[src/rtl/spec_frame_pkg.sv]
// rtl/spec_frame_pkg.sv - shared FSM state, frame magic words and lane slicing for the spectrum framer
package spec_frame_pkg;

  typedef enum logic [1:0] {
    S_IDLE    = 2'd0,
    S_HEADER  = 2'd1,
    S_PAYLOAD = 2'd2,
    S_TRAILER = 2'd3
  } state_e;

  localparam logic [15:0] FRAME_HDR_MAGIC = 16'hA55A;
  localparam logic [15:0] FRAME_TRL_MAGIC = 16'h5AA5;

  localparam int LANE_W  = 16;
  localparam int Y0_LSB  = 48;
  localparam int Y0Z_LSB = 32;
  localparam int Y1_LSB  = 16;
  localparam int Y1Z_LSB = 0;

  // Modulo-2^16 sum of the four output lanes of one payload word.
  function automatic logic [15:0] lane_sum(input logic [63:0] w);
    lane_sum = w[Y0_LSB +: LANE_W] + w[Y0Z_LSB +: LANE_W]
             + w[Y1_LSB +: LANE_W] + w[Y1Z_LSB +: LANE_W];
  endfunction

endpackage

[src/rtl/sync_fifo_fwft.sv]
// rtl/sync_fifo_fwft.sv - first-word-fall-through synchronous FIFO with full/empty/count
module sync_fifo_fwft #(
  parameter int WIDTH = 64,
  parameter int DEPTH = 16
) (
  input  logic                     clk_i,
  input  logic                     rst_n_i,
  input  logic                     wr_en_i,
  input  logic [WIDTH-1:0]         wr_data_i,
  input  logic                     rd_en_i,
  output logic [WIDTH-1:0]         rd_data_o,
  output logic                     full_o,
  output logic                     empty_o,
  output logic [$clog2(DEPTH):0]   count_o
);

  localparam int AW = $clog2(DEPTH);

  logic [WIDTH-1:0] r_mem [DEPTH];
  logic [AW-1:0]    r_wr_ptr;
  logic [AW-1:0]    r_rd_ptr;
  logic [AW:0]      r_count;
  logic             w_wr;
  logic             w_rd;

  // A write into a full FIFO is accepted only when a read frees a slot in the same cycle.
  assign w_rd = rd_en_i && (r_count != '0);
  assign w_wr = wr_en_i && ((r_count != (AW+1)'(DEPTH)) || w_rd);

  always_ff @(posedge clk_i) begin
    if (w_wr) r_mem[r_wr_ptr] <= wr_data_i;
  end

  always_ff @(posedge clk_i or negedge rst_n_i) begin
    if (!rst_n_i) begin
      r_wr_ptr <= '0;
      r_rd_ptr <= '0;
      r_count  <= '0;
    end else begin
      if (w_wr) r_wr_ptr <= r_wr_ptr + AW'(1);
      if (w_rd) r_rd_ptr <= r_rd_ptr + AW'(1);
      case ({w_wr, w_rd})
        2'b10:   r_count <= r_count + (AW+1)'(1);
        2'b01:   r_count <= r_count - (AW+1)'(1);
        default: r_count <= r_count;
      endcase
    end
  end

  assign rd_data_o = r_mem[r_rd_ptr];
  assign full_o    = (r_count == (AW+1)'(DEPTH));
  assign empty_o   = (r_count == '0);
  assign count_o   = r_count;

endmodule

[src/rtl/spec_frame_tx.sv]
// rtl/spec_frame_tx.sv - frames accumulated spectrum words as header/payload/trailer on four 16-bit lanes
module spec_frame_tx #(
  parameter int          DATA_W     = 64,
  parameter int          FIFO_DEPTH = 16,
  parameter logic [15:0] HDR_MAGIC  = spec_frame_pkg::FRAME_HDR_MAGIC,
  parameter logic [15:0] TRL_MAGIC  = spec_frame_pkg::FRAME_TRL_MAGIC
) (
  input  logic              clk_i,
  input  logic              rst_n_i,
  input  logic              frame_start_i,
  input  logic [15:0]       n_words_i,
  input  logic [15:0]       pulse_count_i,
  input  logic [DATA_W-1:0] data_i,
  input  logic              valid_i,
  input  logic              err_clr_i,
  output logic [15:0]       y0_o,
  output logic [15:0]       y0z_o,
  output logic [15:0]       y1_o,
  output logic [15:0]       y1z_o,
  output logic              data_valid_o,
  output logic              busy_o,
  output logic [15:0]       frame_count_o,
  output logic              overflow_o,
  output logic              start_err_o
);

  import spec_frame_pkg::*;

  localparam int CW = $clog2(FIFO_DEPTH) + 1;

  state_e            r_state;
  state_e            w_state_nxt;
  logic [15:0]       r_n_words;
  logic [15:0]       r_pulse_cnt;
  logic [15:0]       r_pay_cnt;
  logic [15:0]       r_csum;
  logic [15:0]       r_frame_count;
  logic              r_trl_done;
  logic [DATA_W-1:0] r_dout;
  logic              r_dv;
  logic              r_busy;
  logic              r_ovf;
  logic              r_serr;

  logic              w_push;
  logic              w_pop;
  logic              w_full;
  logic              w_empty;
  logic [DATA_W-1:0] w_head;
  logic [CW-1:0]     w_fifo_cnt_unused;
  logic [15:0]       w_cnt_inc;
  logic              w_emit;
  logic [DATA_W-1:0] w_emit_data;
  logic              w_drop;
  logic              w_serr_set;
  logic              w_start;

  assign w_start    = (r_state == S_IDLE) && frame_start_i;
  assign w_push     = valid_i && (r_state != S_IDLE);
  assign w_drop     = w_push && w_full && !w_pop;
  assign w_serr_set = frame_start_i && (r_state != S_IDLE);
  assign w_cnt_inc  = r_pay_cnt + 16'd1;

  sync_fifo_fwft #(
    .WIDTH (DATA_W),
    .DEPTH (FIFO_DEPTH)
  ) u_fifo (
    .clk_i     (clk_i),
    .rst_n_i   (rst_n_i),
    .wr_en_i   (w_push),
    .wr_data_i (data_i),
    .rd_en_i   (w_pop),
    .rd_data_o (w_head),
    .full_o    (w_full),
    .empty_o   (w_empty),
    .count_o   (w_fifo_cnt_unused)
  );

  always_ff @(posedge clk_i or negedge rst_n_i) begin
    if (!rst_n_i) r_state <= S_IDLE;
    else          r_state <= w_state_nxt;
  end

  always_comb begin
    w_state_nxt = r_state;
    w_pop       = 1'b0;
    w_emit      = 1'b0;
    w_emit_data = '0;
    case (r_state)
      S_IDLE: begin
        if (frame_start_i) w_state_nxt = S_HEADER;
      end
      S_HEADER: begin
        w_emit      = 1'b1;
        w_emit_data = {HDR_MAGIC, r_frame_count, r_n_words, r_pulse_cnt};
        w_state_nxt = (r_n_words == 16'd0) ? S_TRAILER : S_PAYLOAD;
      end
      S_PAYLOAD: begin
        if (!w_empty) begin
          w_pop       = 1'b1;
          w_emit      = 1'b1;
          w_emit_data = w_head;
          if (w_cnt_inc == r_n_words) w_state_nxt = S_TRAILER;
        end
      end
      S_TRAILER: begin
        w_emit      = 1'b1;
        w_emit_data = {TRL_MAGIC, r_frame_count, r_pay_cnt, r_csum};
        w_state_nxt = S_IDLE;
      end
      default: w_state_nxt = S_IDLE;
    endcase
  end

  // busy and frame_count trail the FSM by one edge so they change together with the output word.
  always_ff @(posedge clk_i or negedge rst_n_i) begin
    if (!rst_n_i) begin
      r_n_words     <= '0;
      r_pulse_cnt   <= '0;
      r_pay_cnt     <= '0;
      r_csum        <= '0;
      r_frame_count <= '0;
      r_trl_done    <= 1'b0;
      r_dout        <= '0;
      r_dv          <= 1'b0;
      r_busy        <= 1'b0;
      r_ovf         <= 1'b0;
      r_serr        <= 1'b0;
    end else begin
      if (w_start) begin
        r_n_words   <= n_words_i;
        r_pulse_cnt <= pulse_count_i;
        r_pay_cnt   <= '0;
        r_csum      <= '0;
      end else if (w_pop) begin
        r_pay_cnt <= w_cnt_inc;
        r_csum    <= r_csum + lane_sum(w_head);
      end
      r_dv <= w_emit;
      if (w_emit) r_dout <= w_emit_data;
      r_busy     <= (r_state != S_IDLE);
      r_trl_done <= (r_state == S_TRAILER);
      if (r_trl_done) r_frame_count <= r_frame_count + 16'd1;
      r_ovf  <= w_drop     | (r_ovf  & ~err_clr_i);
      r_serr <= w_serr_set | (r_serr & ~err_clr_i);
    end
  end

  assign y0_o          = r_dout[Y0_LSB  +: LANE_W];
  assign y0z_o         = r_dout[Y0Z_LSB +: LANE_W];
  assign y1_o          = r_dout[Y1_LSB  +: LANE_W];
  assign y1z_o         = r_dout[Y1Z_LSB +: LANE_W];
  assign data_valid_o  = r_dv;
  assign busy_o        = r_busy;
  assign frame_count_o = r_frame_count;
  assign overflow_o    = r_ovf;
  assign start_err_o   = r_serr;

endmodule

[config.mk]
export PLATFORM = sky130hd
export DESIGN_NAME = spec_frame_tx
export DESIGN_NICKNAME = d
export VERILOG_FILES = /design/src/rtl/spec_frame_pkg.sv /design/src/rtl/sync_fifo_fwft.sv /design/src/rtl/spec_frame_tx.sv
export SDC_FILE = /design/constraint.sdc
export NUM_CORES = 1
export LEC_CHECK = 0
export CAP_MARGIN = 10
export CORE_MARGIN = 5
export CORE_UTILIZATION = 35
export CTS_BUF_LIST = sky130_fd_sc_hd__clkbuf_8
export CTS_CLUSTER_DIAMETER = 60
export DETAILED_ROUTE_END_ITERATION = 8
export DONT_BUFFER_PORTS = 1
export GPL_TIMING_DRIVEN = 0
export PLACE_DENSITY_LB_ADDON = 0.15
export SKIP_LAST_GASP = 1
export SYNTH_ARGS = -nofsm -noshare
export SYNTH_HDL_FRONTEND = slang
export SYNTH_SLANG_ARGS = --single-unit
[constraint.sdc]
create_clock -name clk_i -period 14.95 [get_ports clk_i]
set_input_delay 4.485 -clock clk_i [delete_from_list [all_inputs] [get_ports clk_i]]
set_output_delay 4.485 -clock clk_i [all_outputs]
set_load 0.02 [all_outputs]
Word level (Yosys, flattened, before mapping)

Memories as Yosys holds them, arrays and structs flattened.
Index checks and enable logic that the tools add are counted.

Bits in registers: 164
RAM bits: 1,024
Input port bits: 101
Output and inout port bits: 84
Word-level logic and storage cells: 77
Memories: 1

Add/subtract/negate cells: 10
Eq/ne operators: 11
Multiplexer cells: 17
Bitwise operators: 5
Reduce and logical (&&, ||, !) cells: 18

Memory list:

| memory       | words | bits a word | read ports | clocked after memory_dff | write ports | RTL line             | RTL |
|---|---|---|---|---|---|---|---|
| u_fifo.r_mem | 16    | 64          | 1          | 0                        | 1           | sync_fifo_fwft.sv:19 | `logic [WIDTH-1:0] r_mem [DEPTH];` |

Operator list:

| cell                                                | count |
|---|---|
| case mux 64 bit (3 select lines)                    | 1 |
| adder 16 bit                                        | 4 |
| 2-to-1 mux 16 bit                                   | 4 |
| 2-to-1 mux 64 bit                                   | 1 |
| adder 16 x 1 -> 16 bit, second input constant       | 2 |
| equality test 16 bit                                | 1 |
| logical NOT 16 bit                                  | 1 |
| case mux 5 bit (2 select lines)                     | 1 |
| adder 4 x 1 -> 4 bit, second input constant         | 2 |
| case mux 2 bit (4 select lines)                     | 1 |
| logical AND 1 bit                                   | 7 |
| equality test 2 bit, second input constant          | 3 |
| 2-to-1 mux 2 bit                                    | 3 |
| inequality test 2 bit, second input constant        | 3 |
| nonzero test 2 bit                                  | 3 |
| adder 5 x 1 -> 5 bit, second input constant         | 1 |
| equality test 5 bit, second input constant          | 1 |
| logical NOT 5 bit                                   | 1 |
| 2-to-1 mux 1 bit                                    | 5 |
| inequality test 5 bit, second input constant        | 1 |
| nonzero test 5 bit                                  | 1 |
| subtractor 5 x 1 -> 5 bit, second input constant    | 1 |
| equality test 2 x 1 -> 1 bit, second input constant | 2 |
| AND reduction 3 bit                                 | 1 |
| 8 further kinds                                     | 10 |

Logic depth before layout (Yosys ltp)

Depth in word-level cells: 8
Mapped depth: 22
Gate-level depth less buffers: 18

By module

Synthesis repeated with hierarchy kept, for this count alone.

Cell total of the unflattened synthesis: 2,992
Area, all modules: 49,038.3 um^2

Modules (own cells, without submodules):

| module         | times used | cells each | area each (um^2) | seq. area each (um^2) |
|---|---|---|---|---|
| sync_fifo_fwft | 1          | 1,988      | 40,080.9         | 31,074.8 |
| spec_frame_tx  | 1          | 1,004      | 8,957.3          | 3,778.6 |

Worst setup path after synthesis

Ideal clock, no wire load.

Kind: input to register
Start point: in valid_i
End point: mem u_fifo.r_mem[3][0], enable pin
Setup time: 564 ps
Data arrival time: 9,474 ps
Required time: 14,386 ps
Slack: 4,911 ps
Cell stages on the path: 4
Buffers on the path: 0
Cell sequence: nand2_1 > nor2_1 > nand2_1 > nor3_1

Cells in the longest elaborated chain, start to end: 4

RTL lines:

| what                                   | RTL line             | RTL |
|---|---|---|
| start, declared                        | spec_frame_tx.sv:14  | `input logic valid_i,` |
| logical AND 1 bit                      | spec_frame_tx.sv:59  | `assign w_push = valid_i && (r_state != S_IDLE);` |
| logical AND 1 bit                      | sync_fifo_fwft.sv:28 | `assign w_wr = wr_en_i && ((r_count != (AW+1)'(DEPTH)) \|\| w_rd);` |
| 2-to-1 mux 1 bit                       | sync_fifo_fwft.sv:31 | `if (w_wr) r_mem[r_wr_ptr] <= wr_data_i;` |
| 2-to-1 mux 1 bit (not written as such) | sync_fifo_fwft.sv:31 |  |
| end, declared                          | sync_fifo_fwft.sv:19 |  |

Every way passes these cells.

Worst setup path after layout

Start point: reg u_fifo.r_rd_ptr[1]
End point: reg r_csum[15]

Cells in the longest elaborated chain, start to end: 7

RTL lines:

| what                     | RTL line             | RTL |
|---|---|---|
| start, declared          | sync_fifo_fwft.sv:21 | `logic [AW-1:0] r_rd_ptr;` |
| start signal, assigned   | sync_fifo_fwft.sv:41 | `if (w_rd) r_rd_ptr <= r_rd_ptr + AW'(1);` |
| memory (16 x 64 bit) (*) | n/a                  |  |
| adder 16 bit             | spec_frame_pkg.sv:22 | `lane_sum = w[Y0_LSB +: LANE_W] + w[Y0Z_LSB +: LANE_W]` |
| adder 16 bit             | spec_frame_pkg.sv:23 | `+ w[Y1_LSB +: LANE_W] + w[Y1Z_LSB +: LANE_W];` |
| adder 16 bit (*)         | spec_frame_pkg.sv:23 |  |
| adder 16 bit (*)         | spec_frame_tx.sv:137 | `r_csum <= r_csum + lane_sum(w_head);` |
| 2-to-1 mux 16 bit (*)    | spec_frame_tx.sv:135 | `end else if (w_pop) begin` |
| 2-to-1 mux 16 bit (*)    | spec_frame_tx.sv:130 | `if (w_start) begin` |
| end signal, assigned     | spec_frame_tx.sv:137 |  |
| end, declared            | spec_frame_tx.sv:36  | `logic [15:0] r_csum;` |

Every way passes the cells marked *; elsewhere a longest branch is shown, timed or not. The select of a mux whose other input is x is not followed.
A chain may end at the register's enable or synchronous reset.

==> results.json <==
{
  "synth.avg_cell_area_um2": 19.1,
  "dr.max_layer_used": "met4",
  "cap_violations": 0,
  "grt_pass1_wl_um": 202000,
  "synth-seq-cells": 1188,
  "synth_cells": 2506,
  "outcome": "complete, no violations",
  "clock_sinks": 1188,
  "yosys_warnings": 0,
  "r2r_start": "u_fifo.r_rd_ptr[1]",
  "finalCritPeriodShare": 0.488,
  "wl_per_cell_um": 30.2,
  "ctsHoldBuffers": 0,
  "die_y_um": 380,
  "die-area_um2": 145000,
  "max_freq_ghz": 0.137,
  "clock_path_buffers": 3,
  "fin_crit_ns": 7.30,
  "dieWidth_um": 380,
  "setup_viol": 0,
  "crit_start": "u_fifo.r_rd_ptr[1]",
  "worstMarginPinSlew_ns": 1.16,
  "async_reset_ff_frac": 0.138,
  "ios": 185,
  "final_max_slew_viol_count": 0,
  "vias_per_cell": 5.37,
  "htree_levels": 4,
  "nets": 2967,
  "ctsResizeCount": 0,
  "worstSetupEndpointType": "flop",
  "core_area_um2": 136000,
  "hold_viol": 0,
  "gp_congestion": 0.889,
  "wl_met3_um": 11100,
  "cts_root_buffer": "clkbuf_8",
  "grt_max_degree": 165,
  "max_slew_margin": 0.224,
  "ys_types": 57,
  "area_delta_synth_final_pct": 15.3,
  "synth_edf_count": 1024,
  "clock_latency_ns": 0.92,
  "hold_start": "r_pulse_cnt[8]",
  "portBuffers": 0,
  "cp.arrival_ns": 8.05,
  "layout_setup_ws_ns": 7.65,
  "fillCellCount": 12100,
  "track_usage": 0.197,
  "dpl_worst_slack_ns": 7.67,
  "drive_gt1_frac": 0.241,
  "crit_path_start_kind": "flop",
  "vias": 25400,
  "grt_pass1_vias": 26600,
  "antenna_found_initial": 4,
  "synth_area_um2": 48000,
  "rows": 135,
  "cts_tree": "yes",
  "synth_nets": 2682,
  "first_iter_violations": 2612,
  "rsz0062_at_grt": "no",
  "routed_wl_um": 143000,
  "dp_hpwl_um": 99100,
  "cts_setup_buffers": 0,
  "worstPathMaxFanout": 10,
  "fin_worst_skew_ns": 0.0500,
  "ys.flop_type": "edfxtp_1",
  "numCtsBuffers": 196,
  "worst-setup-path-type": "reg -> reg",
  "drc": 0,
  "yosysSeqAreaShare": 0.726,
  "path_clk_slew_ns": 0.06,
  "antenna_left": 0,
  "initial_core_util": 0.353,
  "wl_met1_um": 59900,
  "first_pass_iters": 7,
  "wl_met2_um": 69100,
  "grt_overflow": 0,
  "hold_class": "reg -> reg",
  "cp.required_ns": 15.70
}
[per-layer routing]
| layer | vias up | GRT usage |
|---|---|---|
| met4 | 0 | 0.0481 |
| met3 | 155 | 0.0594 |
| li1 | 10500 | - |
| met5 | - | 0 |
| met2 | 933 | 0.319 |
| met1 | 13800 | 0.262 |
[sequential cells by signal (all words and copies together), names as in the netlist]
register         cells
r_trl_done           1
u_fifo.count_o       5
r_n_words           16
frame_count_o       16
u_fifo.r_rd_ptr      4
data_valid_o         1
r_pay_cnt           16
u_fifo.r_wr_ptr      4
r_pulse_cnt         16
overflow_o           1
u_fifo.r_mem      1024
busy_o               1
r_state              2
start_err_o          1
r_csum              16
r_dout              64
[path summary, 6_finish.rpt]
path	slack, ns	cells after the start	endpoint
worst max register to register	7.65	21	r_csum[15]
worst min-delay path	0.48	2	r_pulse_cnt[8]
worst max-delay path	7.65	21	r_csum[15]
worst min register to register	0.48	2	r_pulse_cnt[8]
max in group asynchronous	11.37	0	r_dout[51]
min in group asynchronous	3.27	0	r_pay_cnt[5]
[kinds of logic after synthesis]
group           Yosys count  synth area share
buf+inv                 276            0.0230
compound gates          203            0.0277
fa+ha+maj                75            0.0266
xor+xnor                 75            0.0137
flops                  1188             0.726
simple gates            364            0.0321
mux                     325             0.151
[worst max-delay path, stage by stage, from the launching register on]
cell      delay (ns)
dfrtp_1         0.38
buf_2           0.25
clkbuf_1        0.61
buf_1           0.87
mux4_2          0.43
mux4_2          0.57
inv_1           0.11
fa_1            0.45
fa_1            0.53
fa_1            0.42
inv_1           0.07
ha_1            0.20
inv_1           0.08
fa_1            0.44
nand2b_1        0.19
a21oi_1         0.28
o41ai_1         0.18
o211a_1         0.25
nor3_1          0.32
a31oi_1         0.16
xnor2_1         0.26
a21oi_1         0.10
[cells in the mapped netlist, types with 19 or more instances]
master	count	area, µm²
dfrtp_1	164	4100
xor2_1	28	245
fa_1	45	901
o21ai_1	66	330
ha_1	30	375
buf_2	36	180
a22oi_1	19	143
nand2_1	227	852
a222oi_1	32	320
inv_1	149	559
a21oi_1	38	190
clkbuf_1	58	218
nor2_1	59	221
mux4_2	317	7140
xnor2_1	47	412
buf_1	28	105
edfxtp_1	1024	30700
[placed cells by master, fill, tap and decap left out, drive strengths merged, types with 4 or more instances in the layout]
cell type  synthesis  final
nand2            227    227
xnor2             47     47
o21ai             77     77
nand3             16     16
nor2              59     59
a222oi            32     32
nand2b             7      7
or3                4      4
dfrtp            164    164
xor2              28     28
a21oi             38     38
a31oi              9      9
ha                30     30
edfxtp          1024   1024
clkbuf            58    262
clkinv             1     69
nor3              14     14
nand4             13     13
a21o               4      4
mux2i              5      5
buf               68    155
nor2b              4      4
a22oi             19     19
fa                45     45
and3               7      7
inv              149    229
mux4             317    317
[area by class of cell]
class | count | area, µm² | area share
antenna | 1 | 2.50 | 0.0000452
buffer | 126 | 541 | 0.00977
clock buffer | 204 | 2810 | 0.0507
clock inverter | 153 | 747 | 0.0135
inverter | 150 | 563 | 0.0102
multi-input combinational | 1042 | 12100 | 0.219
sequential | 1188 | 34900 | 0.630
tap | 1781 | 2230 | 0.0403
timing repair buffer | 87 | 1460 | 0.0264
[metrics by stage]
stage               std cells  setup TNS (ns)  hold WS [ns]  instance area, µm²  utilization
global route             4732               0         0.511               55300        0.408
CTS                      4730               0         0.483               55300        0.407
detailed placement       4373               0         0.469               51800        0.381
floorplan                2506               0         0.446               48000            -
finish                   4732               0         0.484               55300        0.408
global placement         4287         -675.30         0.464               50200        0.370
Power is left out: the tool's default activity adds up to more than one toggle a clock period on the data nets, which glitch-free logic cannot reach.
